## config.mk

```make
export PLATFORM = sky130hd
export DESIGN_NAME = arb21_16
export DESIGN_NICKNAME = d
export VERILOG_FILES = /design/src/rtl/arb21_16.sv
export SDC_FILE = /design/constraint.sdc
export NUM_CORES = 1
export LEC_CHECK = 0
export CAP_MARGIN = 0
export CORE_MARGIN = 2
export CORE_UTILIZATION = 40
export DETAILED_ROUTE_END_ITERATION = 10
export PLACE_DENSITY = 0.8
export RECOVER_POWER = 50
export SYNTH_ARGS = -nofsm -noshare
export SYNTH_HDL_FRONTEND = slang
export SYNTH_SLANG_ARGS = --single-unit
```

## constraint.sdc

```tcl
create_clock -name clk -period 3.39 [get_ports clk]
set_clock_uncertainty 0.05 [all_clocks]
set_input_delay 0.339 -clock clk [delete_from_list [all_inputs] [get_ports clk]]
set_output_delay 0.339 -clock clk [all_outputs]
set_load 0.02 [all_outputs]
```

## src/rtl/arb21_16.sv

```systemverilog
// Two-requester round-robin arbiter with a registered 16-bit output stage.
// Define ARB_BURST_EN to let one requester keep the grant for up to BURST consecutive words.
module arb21_16 #(
    parameter int W     = 16,
    parameter int BURST = 4
) (
    input  logic         clk,
    input  logic         rst,
    input  logic         v0,
    input  logic [W-1:0] d0,
    output logic         rdy0,
    input  logic         v1,
    input  logic [W-1:0] d1,
    output logic         rdy1,
    output logic         out_v,
    output logic [W-1:0] out_d,
    input  logic         out_rdy,
    output logic         sel
);

    typedef enum logic {
        EMPTY = 1'b0,
        FULL  = 1'b1
    } state_t;

    state_t state;
    logic   pri;
    logic   accept;
    logic   win;
    logic   xfer;
    logic   pri_n;

    // The burst counter is 4 bits wide, so BURST must fit in 1..15.
    if (BURST < 1 || BURST > 15) begin : g_burst_range
        $error("arb21_16: BURST must be in 1..15");
    end

    assign out_v  = (state == FULL);
    assign accept = !out_v || out_rdy;

    // Contention is resolved by pri; a lone requester always wins.
    assign win  = (v0 && v1) ? pri : v1;
    assign xfer = accept && (v0 || v1) && !rst;
    assign rdy0 = xfer && !win;
    assign rdy1 = xfer && win;

`ifdef ARB_BURST_EN
    logic [3:0] cnt;
    logic [3:0] cnt_n;
    logic       yield;

    // cnt==0 means no owner yet; a full burst starts a fresh one if nobody competes.
    always_comb begin
        cnt_n = 4'd1;
        if ((win == sel) && (cnt != 4'd0) && (cnt < 4'(BURST))) begin
            cnt_n = cnt + 4'd1;
        end
        pri_n = (cnt_n < 4'(BURST)) ? win : !win;
    end

    // The priority holder gave up its slot while the other side is waiting.
    assign yield = pri ? (!v1 && v0) : (!v0 && v1);
`else
    assign pri_n = !win;
`endif

    always_ff @(posedge clk) begin
        if (rst) begin
            state <= EMPTY;
            out_d <= '0;
            sel   <= 1'b0;
            pri   <= 1'b0;
`ifdef ARB_BURST_EN
            cnt   <= 4'd0;
`endif
        end else if (xfer) begin
            state <= FULL;
            out_d <= win ? d1 : d0;
            sel   <= win;
            pri   <= pri_n;
`ifdef ARB_BURST_EN
            cnt   <= cnt_n;
`endif
        end else begin
            if (out_v && out_rdy) begin
                state <= EMPTY;
            end
`ifdef ARB_BURST_EN
            if (yield) begin
                pri <= !pri;
            end
`endif
        end
    end

endmodule

```

==> impl_metrics.csv <==
group,metric,value,unit
power,power.density,339,mW/mm2
sta,setup_viol,0,
clocking,cts_tree,"yes",
clocking,clock_latency,0.29,ns
route,drt-met1-wl,1020,um
clocking,cts_hold_buf,0,
global_route,overflow,0,
clocking,cts-htree-levels,1,
floorplan,die_x,54.2,um
power,total_power,535,uW
synth,synth_fa_ha_area_share,0,%
sta,setup_tns,0,ns
setup_path,required,3.00,ns
sta,drv_slew,0,
synth,ys_types,22,
clocking,cts_resized,0,
route,dr_wl_met3,264,um
sta,tightest_slew,0.771,ns
global_route,grt_max_degree,21,
route,vias_per_cell,4.92,
route,routed_wl,2460,um
sta,whs,0.444,ns
clocking,numCtsBuffers,3,
clocking,max-clock-path-buffers,2,
sta,max-slew-margin-rel,48.6,%
place,io_buffers,56,
route,ant_nets,0,
synth,synthSimpleGateAreaFrac,16.9,%
power,peakVddDrop,0.000277,V
route,dr.pass1.iters,4,
setup_path,path_class,"input pin to output port",
global_route,grt_pass1_vias,974,
synth,syn-num-nets,145,
route,wl_per_cell,12.7,um
synth,synthMuxAreaShare,0,%
synth,ys_warn_count,0,
sta,fin_crit,2.72,ns
cells_and_area,nets,201,
synth,synth.avg_cell_area,9.33,um2
clocking,clk_pin_slew,0.11,ns
setup_path,critPathMaxFanout,20,
place,place_hpwl,1900,um
sta,max_freq,368,MHz
floorplan,die_y,54.2,um
run_status,status,"completed",
synth,synth-xor-area-share,0,%
floorplan,coreArea,0.00243,mm2
synth,synth_compound_area_share,26.1,%
cells_and_area,n_antenna_cell,0,
clocking,root_buffer,"clkbuf_4",
global_route,antenna_found_initial,0,
sta,grt_setup_unrepaired,"false",
route,highest_layer,"met4",
synth,synth_area,0.00101,mm2
job,drv_cap,0,
cells_and_area,nFillCells,229,
setup_path,critPathArrivalTime,2.33,ns
sta,finalCritPeriodShare,80.2,%
cells_and_area,multi_input_area,430,um2
route,drt_iter0_drc,8,
cells_and_area,syn2layout_area_growth,56.6,%
global_route,gr-usage-all-layers,18.5,%
hold_path,holdCritPathClass,"flip-flop to flip-flop",
clocking,cts.sink_count,19,
global_route,grt_first_pass_wirelength,3960,um
route,via_count,950,
synth,synth_top_family_by_area,"compound AO/OA/AOI/OAI gates",
floorplan,num_rows,18,
floorplan,initial_utilization,41.4,%
synth,syn_inst,108,
floorplan,io_pins,57,
clocking,post-cts-setup-buffer-count,0,
cells_and_area,final_layout_size_suffix_gt1_share,11.0,%
synth,ys_seq_area_share,37.8,%
power,p_leak,0.676,nW
sta,hold_viol_final,0,
place,gp_congestion,0.689,
synth,ys_ff_latch,19,
setup_path,critPathLaunchType,"input pin",
floorplan,dieArea,0.00294,mm2
route,wl_met2,1150,um
setup_path,cp-end-kind,"output port",
cells_and_area,register_area,380,um2
route,drc_errors,0,
==> cell usage after synthesis <==
library cell  instances  area (um2)
nand4b_4              1        23.8
nand2b_2              1        8.76
inv_1                35         131
nand3_1               1        5.00
a21oi_4               1        16.3
o221ai_2             10         150
and3_1                1        6.26
buf_4                 3        22.5
clkbuf_1              1        3.75
a21oi_1               3        15.0
and2b_1               1        7.51
buf_12                1        20.0
nand4_1              16         100
or3_1                 1        6.26
o21bai_4              1        18.8
nor2_2                1        6.26
dfxtp_1              19         380
buf_6                 1        11.3
nand2b_1              1        6.26
o21ai_0               2        10.0
buf_2                 1        5.00
o221ai_1              6        52.6
==> critical path, cell delays in order <==
cell and delay, ns:
dlygate4sd3_1 0.52, clkbuf_1 0.58, nand2b_2 0.17, nand4b_4 0.14, inv_1 0.05, clkdlybuf4s50_1 0.53
==> flip-flops by register name, indices dropped and copies added, names as in the netlist <==
| register | count |
|---|---|
| out_d | 16 |
| sel | 1 |
| out_v | 1 |
| pri | 1 |
==> power by group <==
group          switching [mW]  internal, mW  leakage, nW
registers              0.0101         0.243        0.157
logic                  0.0806        0.0876        0.504
clock network          0.0683        0.0457       0.0150
total                   0.159         0.376        0.676
==> logic make-up after synthesis <==
group           count (synthesis)
simple gates                   24
buf+inv                        42
flops                          19
compound gates                 23
==> per-layer routing <==
metal	vias up	GRT usage [%]
met1	415	22.6
met5	-	0
met3	2	4.44
met2	45	31.5
li1	488	-
met4	0	6.25
==> placed cells by master, fill, tap and decap left out, drive strengths merged <==
cell and instances:
o21ai 2, or3 1, and3 1, dlygate4sd3 17, a21oi 4, and2b 1
nand3 1, nand4 16, buf 1, clkbuf 5, o221ai 16, clkdlybuf4s50 39
nand4b 1, nor2 1, dfxtp 19, inv 35, o21bai 1, nand2b 2
==> area by class of cell <==
cell class / instances / share of cell area, %
Timing Repair Buffer: 58 / 36.2
Inverter: 35 / 8.33
Multi-Input combinational cell: 47 / 27.3
Sequential cell: 19 / 24.1
Tap cell: 30 / 2.38
Clock buffer: 4 / 1.67
==> final timing paths <==
path | depth (start not counted) | from | slack [ns] | to
setup reg to reg | 4 | out_v$_SDFFE_PP0P_ | 1.75 | out_d[15]$_SDFFE_PP0P_
hold reg to reg | 2 | out_d[10]$_SDFFE_PP0P_ | 0.44 | out_d[10]$_SDFFE_PP0P_
setup / recovery | 6 | v0 | 0.67 | rdy1
hold / removal | 2 | out_d[10]$_SDFFE_PP0P_ | 0.44 | out_d[10]$_SDFFE_PP0P_
==> stage by stage <==
| stage | area (um2) | utilization (%) | setup WS, ns | cells |
|---|---|---|---|---|
| after global placement | 1560 | 64.0 | 0.803 | 189 |
| after global routing | 1580 | 64.9 | 0.556 | 193 |
| after CTS | 1580 | 65.1 | 0.713 | 193 |
| after floorplan | 1010 | - | 2.00 | 108 |
| after detailed placement | 1560 | 64.0 | 0.733 | 189 |
| final | 1580 | 64.9 | 0.672 | 193 |
(Power assumes the default switching activity.)
